### config.mk
export PLATFORM = sky130hd
export DESIGN_NAME = period_counter
export DESIGN_NICKNAME = d
export VERILOG_FILES = /design/src/rtl/tuner_pkg.sv /design/src/rtl/sync_edge_detect.sv /design/src/rtl/period_counter.sv
export SDC_FILE = /design/constraint.sdc
export NUM_CORES = 1
export LEC_CHECK = 0
export ABC_AREA = 1
export ABC_CLOCK_PERIOD_IN_PS = 2100
export CORE_ASPECT_RATIO = 1.2
export CORE_MARGIN = 2
export CORE_UTILIZATION = 55
export DETAILED_ROUTE_END_ITERATION = 7
export DONT_BUFFER_PORTS = 1
export GPL_ROUTABILITY_DRIVEN = 0
export PLACE_DENSITY_LB_ADDON = 0.3
export SKIP_CTS_REPAIR_TIMING = 1
export SYNTH_ARGS = -nofsm -noshare
export SYNTH_HDL_FRONTEND = slang
export SYNTH_HIERARCHICAL = 1
export SYNTH_SLANG_ARGS = --single-unit
### constraint.sdc
create_clock -name clk -period 2.1 [get_ports clk]
set_input_delay 0.42 -clock clk [delete_from_list [all_inputs] [get_ports clk]]
set_output_delay 0.42 -clock clk [all_outputs]
set_load 0.05 [all_outputs]
### src/rtl/tuner_pkg.sv
// Shared types and constants for the guitar tuner front end.
package tuner_pkg;

    typedef enum logic [1:0] {
        IDLE    = 2'd0,
        ARM     = 2'd1,
        MEASURE = 2'd2
    } state_t;

    localparam int PERIOD_WIDTH      = 20;
    localparam int CLK_HZ            = 50_000_000;
    localparam int DEFAULT_MIN_COUNT = 25_000;     // about 2 kHz at CLK_HZ
    localparam int DEFAULT_MAX_COUNT = 1_000_000;  // about 50 Hz at CLK_HZ

endpackage

### src/rtl/sync_edge_detect.sv
// Two-flop synchronizer for the asynchronous comparator output, followed by
// a rising-edge detector. edge_det is high for one cycle per synchronized rise.
module sync_edge_detect (
    input  logic clk,
    input  logic reset,
    input  logic sig_in,
    output logic edge_det
);

    logic sync_1;
    logic sync_2;
    logic prev;

    // Synchronizer chain plus the delayed copy used for edge detection
    always_ff @(posedge clk) begin
        if (reset) begin
            sync_1 <= 1'b0;
            sync_2 <= 1'b0;
            prev   <= 1'b0;
        end else begin
            sync_1 <= sig_in;
            sync_2 <= sync_1;
            prev   <= sync_2;
        end
    end

    assign edge_det = sync_2 & ~prev;

endmodule

### src/rtl/period_counter.sv
// Measures the clk-cycle distance between accepted rising edges of the
// pickup comparator signal, rejecting glitches closer than MIN_COUNT and
// flagging loss of signal after MAX_COUNT cycles without an accepted edge.
module period_counter
    import tuner_pkg::*;
#(
    parameter int WIDTH     = PERIOD_WIDTH,
    parameter int MIN_COUNT = DEFAULT_MIN_COUNT,
    parameter int MAX_COUNT = DEFAULT_MAX_COUNT
) (
    input  logic             clk,
    input  logic             reset,
    input  logic             enable,
    input  logic             sig_in,
    output logic [WIDTH-1:0] period,
    output logic             load,
    output logic             clear,
    output logic             timeout
);

    localparam logic [WIDTH-1:0] MIN_C = WIDTH'(MIN_COUNT);
    localparam logic [WIDTH-1:0] MAX_C = WIDTH'(MAX_COUNT);
    localparam logic [WIDTH-1:0] ONE_C = WIDTH'(1);

    logic             edge_det;
    state_t           state;
    state_t           state_n;
    logic [WIDTH-1:0] count;
    logic [WIDTH-1:0] count_n;
    logic [WIDTH-1:0] period_n;
    logic             load_n;
    logic             clear_n;
    logic             timeout_n;

    sync_edge_detect u_sync (
        .clk      (clk),
        .reset    (reset),
        .sig_in   (sig_in),
        .edge_det (edge_det)
    );

    // State, counter and registered outputs
    always_ff @(posedge clk) begin
        if (reset) begin
            state   <= IDLE;
            count   <= '0;
            period  <= '0;
            load    <= 1'b0;
            clear   <= 1'b0;
            timeout <= 1'b0;
        end else begin
            state   <= state_n;
            count   <= count_n;
            period  <= period_n;
            load    <= load_n;
            clear   <= clear_n;
            timeout <= timeout_n;
        end
    end

    // Next-state logic; an edge at exactly MAX_COUNT wins over the timeout
    always_comb begin
        state_n   = state;
        count_n   = count;
        period_n  = period;
        load_n    = 1'b0;
        clear_n   = 1'b0;
        timeout_n = timeout;
        if (!enable) begin
            state_n = IDLE;
            count_n = '0;
        end else begin
            case (state)
                IDLE: begin
                    count_n = '0;
                    state_n = ARM;
                end
                ARM: begin
                    if (edge_det) begin
                        count_n = ONE_C;
                        state_n = MEASURE;
                    end
                end
                MEASURE: begin
                    if (edge_det && (count >= MIN_C)) begin
                        period_n  = count;
                        load_n    = 1'b1;
                        timeout_n = 1'b0;
                        count_n   = ONE_C;
                    end else if (edge_det) begin
                        count_n = count + ONE_C;
                    end else if (count == MAX_C) begin
                        clear_n   = 1'b1;
                        timeout_n = 1'b1;
                        count_n   = '0;
                        state_n   = ARM;
                    end else begin
                        count_n = count + ONE_C;
                    end
                end
                default: begin
                    state_n = IDLE;
                    count_n = '0;
                end
            endcase
        end
    end

endmodule
# --- Word-level counts from Yosys, hierarchy flattened ---
# Cells that the tools add are included.
# W data, S select, Z words.
totals:
  reg_bits: 48
  inputBits: 4
  output_inout_bits: 23
  wordCells: 47
classes:
  add_sub_neg: 1
  order_cmp: 1
  eq_ne: 8
  mux: 15
  n_bitwise: 4
  reduce_logical: 9
op_table:
  columns: ["cell", "n"]
  rows:
  - ["$mux W20", 4]
  - ["$pmux W20 S2", 1]
  - ["$add A20 B1 Y20 const B", 1]
  - ["$eq A20 B20 Y1 const B", 1]
  - ["$ge A20 B15 Y1 const B", 1]
  - ["$mux W2", 4]
  - ["$ne A2 B2 Y1 const B", 4]
  - ["$reduce_and A4 Y1", 2]
  - ["$pmux W2 S3", 1]
  - ["$mux W1", 5]
  - ["$reduce_or A5 Y1", 1]
  - ["$not A1 Y1", 3]
  - ["$reduce_and A3 Y1", 1]
  - ["$reduce_or A3 Y1", 1]
  - ["$eq A2 B1 Y1 const B", 1]
  - ["$eq A2 B2 Y1 const B", 1]
  - ["$logic_not A2 Y1", 1]
  - ["$ne A2 B1 Y1 const B", 1]
  - ["$reduce_bool A2 Y1", 1]
  - ["$reduce_or A2 Y1", 1]
  - ["$and A1 B1 Y1", 1]
  - ["$logic_and A1 B1 Y1", 1]

# --- Logic depth before layout (Yosys ltp) ---
# Gate-level depths: netlist of run 1.
depth:
  ltp_word: 5
  mapped_depth: 12
  mapped_depth_nobuf: 10

# --- By module ---
# The synthesis of run 1 kept the hierarchy.
modules_own_cells:
  columns: ["module", "n_inst", "cells_each", "area_each_um2"]
  rows:
  - ["period_counter", 1, 343, 2323.5]
  - ["sync_edge_detect", 1, 10, 86.3]

# --- Worst setup path before layout of run 1 ---
# No wires, ideal clock.
synth_path:
  path_kind: "register -> register"
  from: "register count[0]"
  to: "register count[11]"
  setup_ns: 0.067
  arrival_time_ns: 1.590
  required_time_ns: 2.033
  setup_slack_ns: 0.443
  path_stages_with_launch: 11
  path_buffers: 2
  path_cell_list: "dfxtp_1 > buf_2 > inv_1 > ha_1 > nor3b_1 > nand3_1 > nand3_1 > nor2_4 > buf_6 > nand3_2 > a21oi_2"
synth_between:
  elab_chain_len: 5
  word_cells_on_any_way: 8
  cone_classes: "add/sub (1); order compare (1); eq/ne (1); mux (4); reduce/logical (1)"
synth_rtl:
  columns: ["element", "line_no", "text"]
  rows:
  - ["start, declared", "period_counter.sv:28", "logic [WIDTH-1:0] count;"]
  - ["start signal, assigned", "period_counter.sv:53", "count <= count_n;"]
  - ["$add A20 B1 Y20 / $eq A20 B20 Y1 (equally long branches)", "period_counter.sv:91, period_counter.sv:98, period_counter.sv:92", null]
  - ["$mux W20", "period_counter.sv:92", "end else if (count == MAX_C) begin"]
  - ["$mux W20", "period_counter.sv:90", "end else if (edge_det) begin"]
  - ["$mux W20 *", "period_counter.sv:85", "if (edge_det && (count >= MIN_C)) begin"]
  - ["$pmux W20 S2 *", "period_counter.sv:73", "case (state)"]
# Mark *: on every way between the ends. The rest lies on a longest branch, timed or not.
# A chain may end at the register's enable or synchronous reset.

# --- Worst setup path in the final report of run 1 ---
layout_path:
  from: "register count[0]"
  to: "register count[16]"
# The elaborated chain is that of the path after synthesis.

==> metrics, run 1 <==
Routed met2 length 2.55 mm; most frequent cell after synthesis nand2_1; post-synthesis compound-gate area fraction 8.62%; die width ~64 µm; Mapped Area 2410 µm²; maximum vdd drop 0.000322 V; DP Area 2430 µm²; multiplexer area fraction after synthesis 0%; H-tree Lvls 2; maximum clock path buffer count 2; cells along the critical path buf_4, ha_1, nand3_1, nor2_2, nand3_1, nor2_1, nand2_1, o21ai_1, nand2_1, a21oi_1; CTS Buf Count 5; FILL cells 398; fmax 0.538 GHz; Lkg Pwr 0.000977 µW; Synth top area share 39.9%; Maximum Capacitance Violations 0; critical path class flip-flop to flip-flop; Worst path max stage delay 0.34 ns; initial core utilization between 50% and 60%; relative slew slack around two thirds; Critical R2R Launch count[0]; Area Growth Syn to Fin 4.83%; Max Clock Skew 0.0124 ns; first-pass GRT wire length ~9 mm; design area between 2000 and 3000 µm²; Placed Cells between 300 and 400; Synth Flop Type dfxtp_1; via count 2168; Detailed Routing Iterations Pass 1 4; synth warn 6; Clock Sinks 48; Worst setup SP type flip-flop; CTS tree yes; main combinational cell family by area after synthesis simple AND/OR/NAND/NOR gates; Final Core Density around 60%; initial antenna violation count 0; detailed router's first-iteration violation count ~100; final hold vios 0; M1 wire length 2.28 mm; Overflow after GRT 0; die area between 4000 and 5000 µm²; simple-gate area share of the yosys netlist 38.3%; asr flop ratio synth 0%; R2R depth 10; Setup TNS Final 0 ns; detailed placement HPWL 3.77 mm; largest net degree at the start of global routing 22; Synth top cells by count nand2_1 (112), dfxtp_1 (48), nand3_1 (44); Nets 358; Post-synth EDFFs 0; Adder-Cell Fraction of Synth Area 2.60%; Root Driver clkbuf_8; FF-to-FF End count[16]; met3 WL post-DR between 200 and 300 µm; fraction of layout cells with a size suffix above 1 roughly 8.6%; core area 4230 µm²; DRT antenna net count 0; status finished clean; top post-synthesis cells by area dfxtp_1 (40%), nand2_1 (17%), nand3_1 (9.1%); PortBufs 0; Tightest Pin Transition approximately 0.52 ns; HP Start reset; critical path's slowest cell dfxtp_1; later-pin clock latency in the skew report 0.31 ns; Via density roughly 5.3; Post-Synth XOR/XNOR Area under 10%; final WL 5.23 mm; worst hold path type input port to flip-flop; Syn Area/Cell between 6 and 7 µm²; Min-Delay Endpoint u_sync/sync_2; WL/cell 12.9 µm; period utilization ~90%; area leader, netlist dfxtp_1; gr usage total 22.6%; total power per unit cell area around 620 nW/µm²; Reg clk slew, reported paths 0.09 ns; Die Y 76.5 µm; Crit. End Element flip-flop; Crit path arrival time 2.09 ns; vias in the first global route 2026; sequential-to-total area share from yosys stat roughly two fifths; critical path required time 2.34 ns; Yosys reg bits 48; Ant. Diodes 0; Final Setup Violations 0; row count 26; syn nets approximately 360; post-route insts no fill 406; highest routed layer met4; number of remaining DRC errors 0; RSZ-0062 raised after global routing no; reg-to-reg setup timing slack ~0.24 ns; worst hold path depth 1; count of pins over their slew limit 0; Post-Syn Instances 353; WHS 0.168 ns; CP Max Fanout 8; Cell variety after synth 34; I/O pins 27; min cycle time layout roughly 1.9 ns
## flip-flops by register name, summed over array words and instances (netlist names)
signal and cells:
state 2, u_sync/sync_1 1, u_sync/prev 1, u_sync/sync_2 1, clear 1, count 20, period 20, timeout 1
load 1
## layer usage
layer,track usage (%),vias up
met2,38.5,61
met3,4.87,10
li1,-,1119
met4,11.5,0
met5,0,-
met1,26.3,978
## worst max path at each step
stage / startpoint / endpoint / slack, ns
after global placement: count[0] / count[16] / 0.29
after CTS: count[1] / count[15] / 0.24
after detailed placement: count[1] / count[15] / 0.28
after global routing: state[1] / count[10] / 0.04
after floorplan: count[0] / count[11] / 0.44
final: count[0] / count[16] / 0.24
## cell families after synthesis
group | count (synthesis)
buffers and inverters | 51
XOR/XNOR | 3
AO/OA/AOI/OAI | 37
adder cells (fa/ha/maj) | 5
AND/OR/NAND/NOR | 209
flip-flops | 48
## worst max-delay path, delay by kind of cell (launching register included)
kind	cells	cell delay, ns
compound gates	2	0.24
simple gates	6	0.88
fa+ha+maj	1	0.19
buf+inv	1	0.15
flops	1	0.34
## cell usage in the layout, fill, tap and decap left out, types with 5 or more instances in the layout
master / count
inv_1: 30
a21oi_1: 20
nand4_1: 6
clkbuf_8: 6
o21ai_0: 9
buf_4: 8
dfxtp_1: 48
nand3_1: 44
ha_1: 5
nand2_1: 112
nor3_1: 7
nor2_1: 29
## stage by stage
| step | total power [µW] | setup WS (ns) |
|---|---|---|
| after detailed placement | 992 | 0.281 |
| final | 1560 | 0.242 |
| after floorplan | 976 | 0.443 |
| after CTS | 1580 | 0.243 |
| after global placement | 991 | 0.290 |
| after global routing | 1610 | 0.0358 |
## power breakdown
part	internal (µW)	total [µW]	switching, µW	leakage, µW
Sequential	914	916	2.13	0.000387
Combinational	14.2	54.6	40.4	0.000538
Clock	269	585	315	0.0000516
Total	1200	1560	358	0.000977
## final cells by class
class / count / area, µm² / share of cell area [%]
well taps: 56 / 70.1 / 2.77
flip-flops and latches: 48 / 961 / 38.0
multi-input cells: 254 / 1220 / 48.2
repair buffers: 8 / 60.1 / 2.38
inverters: 32 / 120 / 4.75
clock buffers: 6 / 82.6 / 3.27
clock inverters: 2 / 13.8 / 0.545
Power figures use the tool's default switching activity.
==> run 2: changes to the inputs <==
--- a/config.mk
+++ b/config.mk
@@ -13,6 +13,7 @@
 export DETAILED_ROUTE_END_ITERATION = 7
 export DONT_BUFFER_PORTS = 1
 export GPL_ROUTABILITY_DRIVEN = 0
+export MAX_ROUTING_LAYER = met4
 export PLACE_DENSITY_LB_ADDON = 0.3
 export SKIP_CTS_REPAIR_TIMING = 1
 export SYNTH_ARGS = -nofsm -noshare
==> run 2 against run 1 <==
Against the previous run: sequential share of layout area is the same; clock power is essentially flat; via count is essentially flat; highest routed layer unchanged; worst hold slack is essentially flat; clock-buffer cell count is the same; routed wire length is essentially flat; non-clock buffer count is the same; register-to-register slack is essentially flat; utilization is the same.
==> metrics, run 2 (same netlist as run 1, synthesis figures left out) <==
status finished clean; relative slew slack 65.3% (unchanged); initial antenna violation count 0 (unchanged); die width 64.4 µm (unchanged); period utilization 88.5% (about the same); CP Max Fanout 8 (unchanged); DRT antenna net count 0 (unchanged); Crit path arrival time 2.09 ns (about the same); Worst path max stage delay 0.34 ns (about the same); Switching Share 23.0% (about the same); top cell family by delay on the critical path simple AND/OR/NAND/NOR gates; Multi-input gate area 1220 µm² (unchanged); Worst setup SP type flip-flop; gr usage total 23.2% (+0.62 points); post-route insts no fill 406 (unchanged); detailed placement HPWL 3.77 mm (unchanged); Area Growth Syn to Fin 4.83% (unchanged); Flop pwr share 58.9% (about the same); Final Setup Violations 0 (unchanged); largest net degree at the start of global routing 22 (unchanged); Die Y 76.5 µm (unchanged); sequential cell area 961 µm² (unchanged); WL/cell 12.9 µm (about the same); Max Clock Skew 0.0124 ns (-0.0000402 ns); Buf/Inv on CP 1 (unchanged); critical path required time 2.34 ns (about the same); Clock Sinks 48 (unchanged); P_sw 358 µW (about the same); Overflow after GRT 0 (unchanged); final WL 5.23 mm (about the same); row count 26 (unchanged); initial core utilization 57.0% (unchanged); detailed router's first-iteration violation count 104 (unchanged); fraction of layout cells with a size suffix above 1 8.57% (unchanged); critical path's slowest cell dfxtp_1; PortBufs 0 (unchanged); first-pass GRT wire length 8.95 mm (unchanged); cells along the critical path buf_4, ha_1, nand3_1, nor2_2, nand3_1, nor2_1, nand2_1, o21ai_1, nand2_1, a21oi_1; RSZ-0062 raised after global routing no; Ant. Diodes 0 (unchanged); min cycle time layout 1.86 ns (+0.0000480 ns); Via density 5.33 (about the same); FILL cells 398 (unchanged); Maximum Capacitance Violations 0 (unchanged); die area 4930 µm² (unchanged); later-pin clock latency in the skew report 0.31 ns (about the same); Setup TNS Final 0 ns (unchanged); final hold vios 0 (unchanged); core area 4230 µm² (unchanged); Crit. End Element flip-flop; Tightest Pin Transition 0.520 ns (unchanged); Detailed Routing Iterations Pass 1 4 (unchanged); Comb power frac 3.5% (about the same); worst hold path type input port to flip-flop; vias in the first global route 2026 (unchanged); H-tree Lvls 2 (unchanged); WHS 0.168 ns (+0.00000300 ns); internal power 1200 µW (about the same); count of pins over their slew limit 0 (unchanged); commonest cells after routing, fill and taps aside nand2_1 (112), dfxtp_1 (48), nand3_1 (44); CTS Buf Count 5 (unchanged); Clock power frac 37.6% (about the same); fmax 0.538 GHz (about the same); critical path class flip-flop to flip-flop; maximum vdd drop 0.000322 V (unchanged); Placed Cells 398 (unchanged); Nets 358 (unchanged); Largest regs count x20, period x20, state x2; via count 2166 (-0.092%); Root Driver clkbuf_8; commonest non-fill, non-tap cell in the layout nand2_1; CTS tree yes; maximum clock path buffer count 2 (unchanged); I/O pins 27 (unchanged); Reg clk slew, reported paths 0.09 ns (about the same); Lkg Pwr 0.000977 µW (unchanged); number of remaining DRC errors 0 (unchanged); total power per unit cell area 616 nW/µm² (about the same)
run 2: worst reg2reg max path, delay by kind of cell, from the launching register on:
kind | cells | cell delay (ns)
AO/OA/AOI/OAI | 2 | 0.24
adder cells (fa/ha/maj) | 1 | 0.19
buffers and inverters | 1 | 0.15
flip-flops | 1 | 0.34
AND/OR/NAND/NOR | 6 | 0.88
run 2: stage by stage:
step / area [µm²] / total power (µW) / worst slack [ns] / utilization, %
after global placement: 2430 / 991 / 0.290 / 57.5
after CTS: 2530 / 1580 / 0.243 / 59.7
after floorplan: 2410 / 976 / 0.443 / -
final: 2530 / 1560 / 0.242 / 59.7
after global routing: 2530 / 1610 / 0.0358 / 59.7
after detailed placement: 2430 / 992 / 0.281 / 57.5
run 2: cell type report:
cell class	count	area share, %
multi-input combinational	254	48.2
sequential	48	38.0
inverter	32	4.75
clock buffer	6	3.27
tap	56	2.77
timing repair buffer	8	2.38
clock inverter	2	0.545
run 2: power groups by stage:
| stage | clock network [µW] | logic (µW) | registers (µW) |
|---|---|---|---|
| after floorplan | 0 | 39.2 | 937 |
| after global routing | 634 | 61.5 | 917 |
| after CTS | 606 | 54.5 | 916 |
| final | 585 | 54.5 | 916 |
| after global placement | 0 | 53.8 | 937 |
| after detailed placement | 0 | 54.4 | 938 |
run 2: final timing paths:
kind,startpoint,to,slack [ns],depth (start not counted)
worst min register to register,u_sync/sync_1,u_sync/sync_2,0.41,2
worst max register to register,count[0],count[16],0.24,10
worst min-delay path,reset,u_sync/sync_2,0.17,1
worst max-delay path,count[0],count[16],0.24,10
run 2: layer usage:
metal | track usage, % | share of wire [%] | vias up
li1 | - | - | 1119
met1 | 26.3 | 44 | 976
met2 | 38.5 | 49 | 61
met3 | 4.87 | 5.7 | 10
met4 | 11.5 | 2.0 | 0
met5 | - | 0 | -
